File: config.mk
export PLATFORM = sky130hd
export DESIGN_NAME = uart_rx_deserializer
export DESIGN_NICKNAME = d
export VERILOG_FILES = /design/src/rtl/fifo_pkg.sv /design/src/rtl/uart_rx_bit_timer.sv /design/src/rtl/uart_rx_deserializer.sv
export SDC_FILE = /design/constraint.sdc
export NUM_CORES = 1
export LEC_CHECK = 0
export ABC_CLOCK_PERIOD_IN_PS = 3890
export BUFFER_PORTS_ARGS = -buffer_cell sky130_fd_sc_hd__buf_2
export CELL_PAD_IN_SITES_DETAIL_PLACEMENT = 0
export CELL_PAD_IN_SITES_GLOBAL_PLACEMENT = 2
export CORE_UTILIZATION = 40
export DETAILED_ROUTE_END_ITERATION = 8
export PLACE_DENSITY = 0.77
export SYNTH_ARGS = -nofsm -noshare
export SYNTH_HDL_FRONTEND = slang
export SYNTH_HIERARCHICAL = 1
export SYNTH_SLANG_ARGS = --single-unit
File: constraint.sdc
create_clock -name clk -period 3.89 [get_ports clk]
set_clock_uncertainty 0.1 [all_clocks]
set_input_delay 0.1945 -clock clk [delete_from_list [all_inputs] [get_ports clk]]
set_output_delay 0.1945 -clock clk [all_outputs]
set_load 0.01 [all_outputs]
File: src/rtl/fifo_pkg.sv
// Shared types and constants for the FIFO/UART slice.
// The transmitter and the receiver both take their defaults from here.
package fifo_pkg;

    localparam int DATA_WIDTH = 8;
    localparam int BAUD_DIV   = 16;

    typedef logic [DATA_WIDTH-1:0] data_t;

    typedef enum logic [2:0] {
        IDLE,
        START,
        DATA,
        PARITY,
        STOP
    } uart_rx_state_e;

    // Even parity holds when the data bits and the parity bit XOR to zero.
    function automatic logic even_parity_ok(input data_t d, input logic p);
        return ~^{d, p};
    endfunction

endpackage

File: src/rtl/uart_rx_bit_timer.sv
// Baud down-counter for the UART receiver.
// Loads half or full bit periods and flags the cycle it reaches zero.
module uart_rx_bit_timer #(
    parameter int BAUD_DIV = fifo_pkg::BAUD_DIV
) (
    input  logic clk,
    input  logic rst,
    input  logic load_half,
    input  logic load_full,
    output logic tick
);

    localparam int CW = $clog2(BAUD_DIV);

    logic [CW-1:0] count;

    // Counter rests at zero once expired; the FSM ignores tick in IDLE.
    always_ff @(posedge clk or negedge rst) begin
        if (!rst) begin
            count <= '0;
        end else if (load_half) begin
            count <= CW'(BAUD_DIV / 2 - 1);
        end else if (load_full) begin
            count <= CW'(BAUD_DIV - 1);
        end else if (count != '0) begin
            count <= count - 1'b1;
        end
    end

    assign tick = (count == '0);

endmodule

File: src/rtl/uart_rx_deserializer.sv
// UART 8N1 receiver (optional even parity) feeding the processor top.
// Presents each good byte on data with a one-cycle rx_interrupt pulse.
module uart_rx_deserializer #(
    parameter int DATA_WIDTH = fifo_pkg::DATA_WIDTH,
    parameter int BAUD_DIV   = fifo_pkg::BAUD_DIV,
    parameter bit PARITY_EN  = 1'b0
) (
    input  logic                  clk,
    input  logic                  rst,
    input  logic                  rx,
    output logic [DATA_WIDTH-1:0] data,
    output logic                  rx_interrupt,
    output logic                  frame_error,
    output logic                  parity_error,
    output logic                  busy
);

    import fifo_pkg::*;

    localparam int BW = (DATA_WIDTH > 1) ? $clog2(DATA_WIDTH) : 1;

    logic                  rx_meta, rx_s, rx_d;
    uart_rx_state_e        state, state_next;
    logic                  tick, load_half, load_full;
    logic [DATA_WIDTH-1:0] shift_reg;
    logic [BW-1:0]         bit_cnt;
    logic                  parity_bit;
    logic                  start_edge, last_bit, parity_ok;
    logic                  shift_en, clear_cnt, latch_parity;
    logic                  good_next, frame_err_next, parity_err_next;

    // Two-flop synchronizer plus history flop; all idle high so reset never looks like a start edge.
    always_ff @(posedge clk or negedge rst) begin
        if (!rst) begin
            rx_meta <= 1'b1;
            rx_s    <= 1'b1;
            rx_d    <= 1'b1;
        end else begin
            rx_meta <= rx;
            rx_s    <= rx_meta;
            rx_d    <= rx_s;
        end
    end

    assign start_edge = !rx_s && rx_d;
    assign last_bit   = (bit_cnt == BW'(DATA_WIDTH - 1));
    assign parity_ok  = !PARITY_EN || even_parity_ok(shift_reg, parity_bit);

    uart_rx_bit_timer #(
        .BAUD_DIV (BAUD_DIV)
    ) u_bit_timer (
        .clk       (clk),
        .rst       (rst),
        .load_half (load_half),
        .load_full (load_full),
        .tick      (tick)
    );

    always_ff @(posedge clk or negedge rst) begin
        if (!rst) state <= IDLE;
        else      state <= state_next;
    end

    always_comb begin
        state_next = state;
        unique case (state)
            IDLE:    if (start_edge) state_next = START;
            START:   if (tick) state_next = rx_s ? IDLE : DATA;
            DATA:    if (tick && last_bit) state_next = PARITY_EN ? PARITY : STOP;
            PARITY:  if (tick) state_next = STOP;
            STOP:    if (tick) state_next = IDLE;
            default: state_next = IDLE;
        endcase
    end

    always_comb begin
        load_half       = (state == IDLE) && start_edge;
        load_full       = tick && (((state == START) && !rx_s) || (state == DATA) || (state == PARITY));
        clear_cnt       = (state == START) && tick;
        shift_en        = (state == DATA) && tick;
        latch_parity    = (state == PARITY) && tick;
        good_next       = (state == STOP) && tick && rx_s && parity_ok;
        parity_err_next = (state == STOP) && tick && rx_s && !parity_ok;
        frame_err_next  = (state == STOP) && tick && !rx_s;
        busy            = (state != IDLE);
    end

    // LSB arrives first, so each new bit enters at the MSB and the word slides right.
    always_ff @(posedge clk or negedge rst) begin
        if (!rst) begin
            shift_reg    <= '0;
            bit_cnt      <= '0;
            parity_bit   <= 1'b0;
            data         <= '0;
            rx_interrupt <= 1'b0;
            frame_error  <= 1'b0;
            parity_error <= 1'b0;
        end else begin
            if (shift_en) begin
                shift_reg <= {rx_s, shift_reg[DATA_WIDTH-1:1]};
                bit_cnt   <= bit_cnt + 1'b1;
            end else if (clear_cnt) begin
                bit_cnt <= '0;
            end
            if (latch_parity) parity_bit <= rx_s;
            if (good_next)    data       <= shift_reg;
            rx_interrupt <= good_next;
            frame_error  <= frame_err_next;
            parity_error <= parity_err_next;
        end
    end

endmodule

---- Word level (Yosys, flattened, before mapping) ----
Index checks and enable logic that the tools add are counted.
word-level totals
  output and inout bits ................... 12
  word-level logic and storage cells ...... 54
  bits in registers ....................... 31
operators by class
  add/sub/neg operators ................... 2
  equal/unequal tests ..................... 10
  reductions and logical operators ........ 20
  multiplexer cells ....................... 12
operator list
  cell                                                                    number
  3-bit 2-to-1 mux                                                        7
  3-bit case mux with 5 select lines                                      1
  4-bit 2-to-1 mux                                                        3
  1-bit logical AND                                                       10
  2-bit != test (second input constant)                                   5
  3-bit by 2-bit equality test with 1-bit output (second input constant)  2
  3-bit equality test (second input constant)                             2
  3-bit nonzero test                                                      2
  5-bit AND reduction                                                     1
  4-bit zero test                                                         1
  4-bit nonzero test                                                      1
  4-bit by 1-bit subtractor with 4-bit output (second input constant)     1
  3-bit by 1-bit adder with 3-bit output (second input constant)          1
  3-bit by 1-bit equality test with 1-bit output (second input constant)  1
  3-bit zero test                                                         1
  1-bit logical OR                                                        2
  2-bit 2-to-1 mux                                                        1
  2-bit nonzero test                                                      1
  1-bit zero test                                                         1

---- Logic depth before layout (Yosys ltp) ----
Gate-level depths: netlist (run 1).
  depth in word-level cells ............... 7
  gate-level depth with buffers ........... 8

---- Cells and area by module ----
Netlist (run 1), hierarchy kept.
by module, submodules not included
  module                instances  area an instance (sq um)  cells an instance
  uart_rx_deserializer  1          1141.1                    84
  uart_rx_bit_timer     1          219.0                     21

---- Worst setup path before layout (run 1) ----
OpenSTA, ideal clock, no wires.
  kind .................................... register -> register
  start point ............................. register u_bit_timer.count[0]
  end point ............................... register data[0]
  data required time ...................... 3.665 ns
  arrival ................................. 1.783 ns
  clock period less this slack ............ 2.007 ns
  library setup time ...................... 0.125 ns
  cell stages (with the launch flop) ...... 8
  setup slack ............................. 1.883 ns
  cell sequence ........................... dfrtp_1 -> inv_1 -> ha_1 -> nor3b_4 -> nand3b_1 -> nor3b_2 -> buf_6 -> mux2_2
between the ends
  cells in the longest elaborated chain, start to end .. 3
RTL lines
  what                    RTL line                     text
  from (decl)             uart_rx_bit_timer.sv:15      logic [CW-1:0] count;
  from (signal assigned)  uart_rx_bit_timer.sv:22      count <= CW'(BAUD_DIV / 2 - 1);
  from (signal assigned)  uart_rx_bit_timer.sv:24      count <= CW'(BAUD_DIV - 1);
  from (signal assigned)  uart_rx_bit_timer.sv:26      count <= count - 1'b1;
  4-bit zero test         uart_rx_bit_timer.sv:30      assign tick = (count == '0);
  net tick                uart_rx_deserializer.sv:24   logic tick, load_half, load_full;
  1-bit logical AND       uart_rx_deserializer.sv:82   good_next = (state == STOP) && tick && rx_s && parity_ok;
  1-bit logical AND       n/a
  net good_next           uart_rx_deserializer.sv:30   logic good_next, frame_err_next, parity_err_next;
  to (signal assigned)    uart_rx_deserializer.sv:106  if (good_next) data <= shift_reg;
  to (decl)               uart_rx_deserializer.sv:11   output logic [DATA_WIDTH-1:0] data,
The timed path passes the listed nets, and every way through them passes these cells.
A chain may end at the register's enable or synchronous reset.

---- Final worst setup path (run 1) ----
  start point ............................. register u_bit_timer.count[0]
  end point ............................... register data[3]
between the ends
  cells in the longest elaborated chain, start to end .. 3
RTL lines
  what               RTL line
  4-bit zero test    uart_rx_bit_timer.sv:30
  net tick           uart_rx_deserializer.sv:24
  1-bit logical AND  uart_rx_deserializer.sv:82
  1-bit logical AND  n/a
The timed path passes the listed nets, and every way through them passes these cells.

==> results.md, run 1 <==
* Sequence of cells on the critical path: inv_1 > ha_1 > nor3b_4 > nand3b_1 > nor3b_2 > mux2_2
* Synthesis Warnings at 6
* Worst Setup Start Kind: flip-flop
* Via count of the routed design at roughly 840
* CTS tree: built
* Worst endpoint data arrival time at 2.65 ns
* Max transition margin at 54.5%
* Crit-path slowest cell: sky130_fd_sc_hd__nor3b_2
* Final Slew Violations at 0
* Leading post-synthesis cells by cell area: sky130_fd_sc_hd__dfrtp_1 52%, sky130_fd_sc_hd__mux2_2 13%, sky130_fd_sc_hd__dfstp_2 5.8%
* Detailed placer's ending HPWL at 1450 um
* Avg Vias per Cell at roughly 5.0
* Total nets after synthesis at ~110
* Family with the most delay on the worst path: simple AND/OR/NAND/NOR gates
* Longest individual stage delay on the worst path at a little over 0.6 ns
* Proportion of layout cells with a drive suffix above 1 at between 30% and 40%
* X dimension of the die at just over 60 um
* Run status: finished, final reports clean
* Number of fill cells at 300
* GRT Resource Usage Total at roughly 15%
* Min Tclk post-route at about 2.5 ns
* Area growth from synthesis to layout at 11.9%
* Ys async rst share at 100%
* Cell with the most instances after synthesis: sky130_fd_sc_hd__dfrtp_1
* Initial standard-cell utilization of the core at a little over two fifths
* Maximum vdd drop at ~0.3 mV
* Crit path required time at ~4 ns
* Max Buffers Root-to-Sink at 2
* First-pass GRT wire length at between 3000 and 4000 um
* Number of setup violations in the final report at 0
* Row count at 20
* Std-Cell Core Area at 3130 um^2
* Total negative slack at 0 ns
* Die area at roughly 3600 um^2
* Antenna cells at 0
* # nets final at around 130
* Biggest area consumer among synthesized cells: sky130_fd_sc_hd__dfrtp_1
* Num CTS Buffers at 5
* Share of synthesized area occupied by flip-flops and latches at a little under three fifths
* Cell chosen for the clock root: sky130_fd_sc_hd__clkbuf_4
* Drt initial violations at 28
* Peak clock frequency supported by timing at between 0.3 and 0.4 GHz
* Maximum number of pins on one net before global-route repair at 32
* Synth cell count leaders: 28 x sky130_fd_sc_hd__dfrtp_1, 16 x sky130_fd_sc_hd__mux2_2, 6 x sky130_fd_sc_hd__nor2_1
* Worst Setup End Kind: flip-flop
* Syn_area_per_cell at between 10 and 15 um^2
* Sum of overflow across all layers after global routing at 0
* Count of buffers from port buffering at 13
* Flip-flop and latch count after synthesis at 31
* Top_reg_cell synth: sky130_fd_sc_hd__dfrtp_1
* Clock slew seen by the registers of the worst setup and hold paths at approximately 0.090 ns
* Max FO, Critical Path at 9
* Tcrit/Tclk final at roughly two thirds
* Number of instances in the synthesized netlist at about 110
* Setup bufs post-CTS at 0
* Count of TritonRoute iterations in the first routing pass at 4
* Worst setup path class: reg -> reg
* Max-Cap Viols at 0
* Static leakage at around 0.74 nW
* Power density normalized to cell area at 580 nW/um^2
* Setup repair after global routing missed its margin: false
* Depth of the CTS H-tree at 2
* Number of non-filler instances in the completed layout at approximately 170
* Synth Cell Area at about 1400 um^2
* Hold WC Path Type: reg -> reg
* Number of flops mapped to enable cells by yosys at 0
* Actual slew at the worst max-slew pin at ~0.7 ns
* DRC at 0
* Clock sink total at 31
* Global placement routability congestion at about 0.68
* Wirelength, routed at about 2200 um
* Total buffers and inverters traversed by the critical path at 1
* Number of global-route vias before repair at about 850
* Initial antenna violation count at 0
* DRT antenna net count at 0
* Distinct cell type count of the synthesized netlist at 34
* Worst-Skew Late Latency at 0.33 ns
* Share of the synthesized area in the top cell type at around 52%
* Total count of hold-check failures in the final report at 0
* Drt wl/cell at ~13 um
* Cell total after placement at between 150 and 200
* I/O pin cnt at 15
* Height of the die at 60.3 um
## final cells by class
class,count,area (um^2),share of cell area [%]
clock buffer,6,51.3,3.37
sequential,31,779,51.2
clock inverter,1,5.00,0.329
timing repair buffer,15,85.1,5.59
multi-input combinational,66,534,35.1
tap,44,55.1,3.62
inverter,3,11.3,0.740
## worst reg2reg max path: stages (launching register included)
cell and delay [ns]:
sky130_fd_sc_hd__dfrtp_1 0.39, sky130_fd_sc_hd__inv_1 0.10, sky130_fd_sc_hd__ha_1 0.22, sky130_fd_sc_hd__nor3b_4 0.41, sky130_fd_sc_hd__nand3b_1 0.18, sky130_fd_sc_hd__nor3b_2 0.61, sky130_fd_sc_hd__mux2_2 0.41
## placed cells by master, fill, tap and decap left out, types with 3 or more instances in the layout
cell and count:
sky130_fd_sc_hd__nor2_1 6, sky130_fd_sc_hd__nor3_1 4, sky130_fd_sc_hd__o2bb2ai_1 3, sky130_fd_sc_hd__dfstp_2 3, sky130_fd_sc_hd__nor2b_1 5, sky130_fd_sc_hd__ha_1 3
sky130_fd_sc_hd__dfrtp_1 28, sky130_fd_sc_hd__inv_1 3, sky130_fd_sc_hd__buf_2 13, sky130_fd_sc_hd__mux2_2 16, sky130_fd_sc_hd__nand2_1 5, sky130_fd_sc_hd__clkbuf_4 5
## where the power goes
part / internal (mW) / switching [mW] / total [mW]
combinational: 0.129 / 0.112 / 0.241
clock: 0.0836 / 0.105 / 0.189
sequential: 0.376 / 0.0763 / 0.452
## cells by family (layout without fill, tap and decap cells)
group                    Yosys count  count (layout)  share of synthesized area [%]
XOR/XNOR                           1               1                          0.644
other                              1               1                          0.276
multiplexers                      17              17                           14.4
adder cells (fa/ha/maj)            3               3                           2.76
AND/OR/NAND/NOR                   30              30                           14.0
buffers and inverters              8              25                           3.40
AO/OA/AOI/OAI                     14              14                           7.27
flip-flops                        31              31                           57.3
## worst paths after layout
path,startpoint,to,slack (ns),cells past startpoint
worst max-delay path,u_bit_timer/count[0]$_DFFE_PN0P_,data[3]$_DFFE_PN0P_,1.36,6
worst min-delay path,rx_meta$_DFF_PN1_,rx_s$_DFF_PN1_,0.26,0
worst max register to register,u_bit_timer/count[0]$_DFFE_PN0P_,data[3]$_DFFE_PN0P_,1.36,6
worst min register to register,rx_meta$_DFF_PN1_,rx_s$_DFF_PN1_,0.26,0
max in group asynchronous,rst,shift_reg[2]$_DFFE_PN0P_,2.92,2
min in group asynchronous,rst,bit_cnt[1]$_DFFE_PN0P_,0.33,2
## per-layer routing
metal	share of wire (%)	vias to the layer above	track usage [%]
met2	46	14	21.7
met5	0	-	0
li1	-	401	-
met1	48	418	18.4
met3	3.8	5	7.14
met4	2.1	0	7.31
## repair_timing
action                    CTS  global route
resized for setup           0             0
hold endpoints to repair   29             0
hold buffers                2             0
## metrics by stage
stage               hold slack, ns  power [mW]  worst slack (ns)  util, %  instance area, um^2
floorplan                   -0.201       0.643              1.88        -                 1360
global placement             0.173       0.696              1.47     46.2                 1450
detailed placement           0.175       0.697              1.39     46.2                 1450
CTS                          0.265       0.889              1.32     48.6                 1520
global route                 0.267       0.951              1.14     48.6                 1520
finish                       0.263       0.882              1.36     48.6                 1520
Power figures use the tool's default switching activity.
==> inputs of run 2 (changes only) <==
--- a/config.mk
+++ b/config.mk
@@ -5,13 +5,13 @@
 export SDC_FILE = /design/constraint.sdc
 export NUM_CORES = 1
 export LEC_CHECK = 0
-export ABC_CLOCK_PERIOD_IN_PS = 3890
+export ABC_CLOCK_PERIOD_IN_PS = 2600
 export BUFFER_PORTS_ARGS = -buffer_cell sky130_fd_sc_hd__buf_2
 export CELL_PAD_IN_SITES_DETAIL_PLACEMENT = 0
 export CELL_PAD_IN_SITES_GLOBAL_PLACEMENT = 2
-export CORE_UTILIZATION = 40
+export CORE_UTILIZATION = 39
 export DETAILED_ROUTE_END_ITERATION = 8
-export PLACE_DENSITY = 0.77
+export PLACE_DENSITY = 0.75
 export SYNTH_ARGS = -nofsm -noshare
 export SYNTH_HDL_FRONTEND = slang
 export SYNTH_HIERARCHICAL = 1
==> constraint.sdc (replaced) <==
create_clock -name clk -period 2.6 [get_ports clk]
set_clock_uncertainty 0.1 [all_clocks]
set_input_delay 0.13 -clock clk [delete_from_list [all_inputs] [get_ports clk]]
set_output_delay 0.13 -clock clk [all_outputs]
set_load 0.01 [all_outputs]
==> run 2 against run 1 <==
Sequential power up 49%. Maximum frequency is 15% higher. Routed wire length shrank 3.6%. Clock power rose by 50%. Total power is 49% higher. Global-route usage is 0.37 points lower. Combinational power rose by 49%.
==> results.md, run 2 (synthesized netlist as in run 1, its figures left out) <==
* Global placement routability congestion at 0.680 (was 0.677)
* Tcrit/Tclk final at 84.2% (was 65.0%)
* First-pass GRT wire length at 3690 um (was 3790 um)
* Maximum vdd drop at 0.349 mV (was 0.295 mV)
* Total area of sequential cells at 779 um^2 (unchanged)
* Sequence of cells on the critical path: inv_1 > ha_1 > nor3b_4 > nand3b_1 > nor3b_2 > buf_4 > mux2_2 (was inv_1 > ha_1 > nor3b_4 > nand3b_1 > nor3b_2 > mux2_2)
* Num CTS Buffers at 5 (unchanged)
* Sum of overflow across all layers after global routing at 0 (unchanged)
* Row count at 21 (was 20)
* Area growth from synthesis to layout at 12.6% (was 11.9%)
* Worst setup path class: reg -> reg (unchanged)
* Setup slack at placement at 0.390 ns (was 1.39 ns)
* Max-Cap Viols at 0 (unchanged)
* Actual slew at the worst max-slew pin at 0.672 ns (was 0.683 ns)
* Initial antenna violation count at 0 (unchanged)
* DRC at 0 (unchanged)
* Worst Setup Start Kind: flip-flop (unchanged)
* Worst Setup End Kind: flip-flop (unchanged)
* Clock sink total at 31 (unchanged)
* Depth of the CTS H-tree at 2 (unchanged)
* Height of the die at 61.1 um (was 60.3 um)
* Number of setup violations in the final report at 0 (unchanged)
* Number of global-route vias before repair at 750 (was 849)
* Avg Vias per Cell at 4.91 (was 5.05)
* Crit-path slowest cell: sky130_fd_sc_hd__nor3b_4 (was sky130_fd_sc_hd__nor3b_2)
* Most frequent standard cell in the layout excluding fill and tap cells: sky130_fd_sc_hd__dfrtp_1 (unchanged)
* Wirelength, routed at 2100 um (was 2180 um)
* Cell chosen for the clock root: sky130_fd_sc_hd__clkbuf_4 (unchanged)
* Run status: finished, final reports clean (unchanged)
* CTS tree: built (unchanged)
* Static leakage at 0.744 nW (was 0.738 nW)
* Count of TritonRoute iterations in the first routing pass at 4 (unchanged)
* Maximum number of pins on one net before global-route repair at 32 (unchanged)
* Total negative slack at 0 ns (unchanged)
* Antenna cells at 0 (unchanged)
* Crit path required time at 2.71 ns (was 4.01 ns)
* Leading cell types in the layout, fill and taps excluded: 28 x sky130_fd_sc_hd__dfrtp_1, 16 x sky130_fd_sc_hd__mux2_2, 13 x sky130_fd_sc_hd__buf_2 (unchanged)
* Initial standard-cell utilization of the core at 40.8% (was 43.5%)
* Number of gates resized after cts at 0 (unchanged)
* I/O pin cnt at 15 (unchanged)
* Max FO, Critical Path at 9 (unchanged)
* Family with the most delay on the worst path: simple AND/OR/NAND/NOR gates (unchanged)
* Number of fill cells at 332 (was 300)
* X dimension of the die at 61.1 um (was 60.3 um)
* Min Tclk post-route at 2.19 ns (was 2.53 ns)
* Drt initial violations at 37 (was 28)
* Final Slew Violations at 0 (unchanged)
* Max Buffers Root-to-Sink at 2 (unchanged)
* Worst-Skew Late Latency at 0.33 ns (about the same)
* Clock slew seen by the registers of the worst setup and hold paths at 0.10 ns (was 0.09 ns)
* Multi-input gate area at 534 um^2 (unchanged)
* Setup repair after global routing missed its margin: false (unchanged)
* Count of buffers from port buffering at 13 (unchanged)
* Total count of hold-check failures in the final report at 0 (unchanged)
* Drt wl/cell at 12.4 um (was 13.1 um)
* Peak clock frequency supported by timing at 0.457 GHz (was 0.395 GHz)
* Longest individual stage delay on the worst path at 0.39 ns (was 0.61 ns)
* Via count of the routed design at 829 (was 838)
* # nets final at 129 (was 128)
* GRT Resource Usage Total at 14.5% (was 14.9%)
* Detailed placer's ending HPWL at 1390 um (was 1450 um)
* Power density normalized to cell area at 859 nW/um^2 (was 580 nW/um^2)
* Total buffers and inverters traversed by the critical path at 2 (was 1)
* Max transition margin at 55.2% (was 54.5%)
* Hold WC Path Type: in -> async (was reg -> reg)
* Proportion of layout cells with a drive suffix above 1 at 37.4% (was 36.9%)
* Std-Cell Core Area at 3340 um^2 (was 3130 um^2)
* Worst setup margin at 0.410 ns (was 1.36 ns)
* Worst endpoint data arrival time at 2.30 ns (was 2.65 ns)
* DRT antenna net count at 0 (unchanged)
* Die area at 3730 um^2 (was 3640 um^2)
run 2: cell count changes in the layout (fill, tap and decap cells not counted):
cell / delta
sky130_fd_sc_hd__buf_4: +1
run 2: repair_timing:
action | CTS | global route
hold endpoints to repair | 29 | 0
setup buffers | 0 | 0
hold buffers | 2 | 0
run 2: layout make-up:
| cell class | count | share of cell area, % |
|---|---|---|
| clock inverters | 1 | 0.327 |
| flip-flops and latches | 31 | 50.9 |
| well taps | 46 | 3.76 |
| inverters | 3 | 0.735 |
| multi-input cells | 66 | 34.9 |
| repair buffers | 16 | 6.05 |
| clock buffers | 6 | 3.35 |
run 2: power by group:
group          total [mW]  switching [mW]  internal [mW]
combinational       0.358           0.164          0.194
clock               0.283           0.158          0.125
sequential          0.675           0.113          0.562
run 2: metrics by stage:
stage | power (mW) | util [%] | hold WS (ns) | cells | area (um^2)
floorplan | 0.963 | - | -0.266 | 105 | 1360
global placement | 1.03 | 43.6 | 0.102 | 160 | 1460
detailed placement | 1.04 | 43.6 | 0.114 | 160 | 1460
CTS | 1.34 | 45.9 | 0.259 | 169 | 1530
global route | 1.43 | 45.9 | 0.268 | 169 | 1530
finish | 1.32 | 45.9 | 0.248 | 169 | 1530
run 2: path summary, 6_finish.rpt:
path	start	end	slack (ns)	depth (start not counted)
max	u_bit_timer/count[0]$_DFFE_PN0P_	data[6]$_DFFE_PN0P_	0.41	7
min	rst	bit_cnt[0]$_DFFE_PN0P_	0.25	2
max reg2reg	u_bit_timer/count[0]$_DFFE_PN0P_	data[6]$_DFFE_PN0P_	0.41	7
min reg2reg	rx_meta$_DFF_PN1_	rx_s$_DFF_PN1_	0.26	0
max in group asynchronous	rst	shift_reg[7]$_DFFE_PN0P_	1.70	2
min in group clk	rx_meta$_DFF_PN1_	rx_s$_DFF_PN1_	0.26	0
run 2: layer usage:
| layer | part of all wire [%] | global-route usage, % | vias to the layer above |
|---|---|---|---|
| met3 | 4.9 | 7.77 | 6 |
| met5 | 0 | 0 | - |
| met2 | 46 | 18.9 | 13 |
| met4 | 2.4 | 7.79 | 0 |
| li1 | - | - | 399 |
| met1 | 47 | 19.2 | 411 |
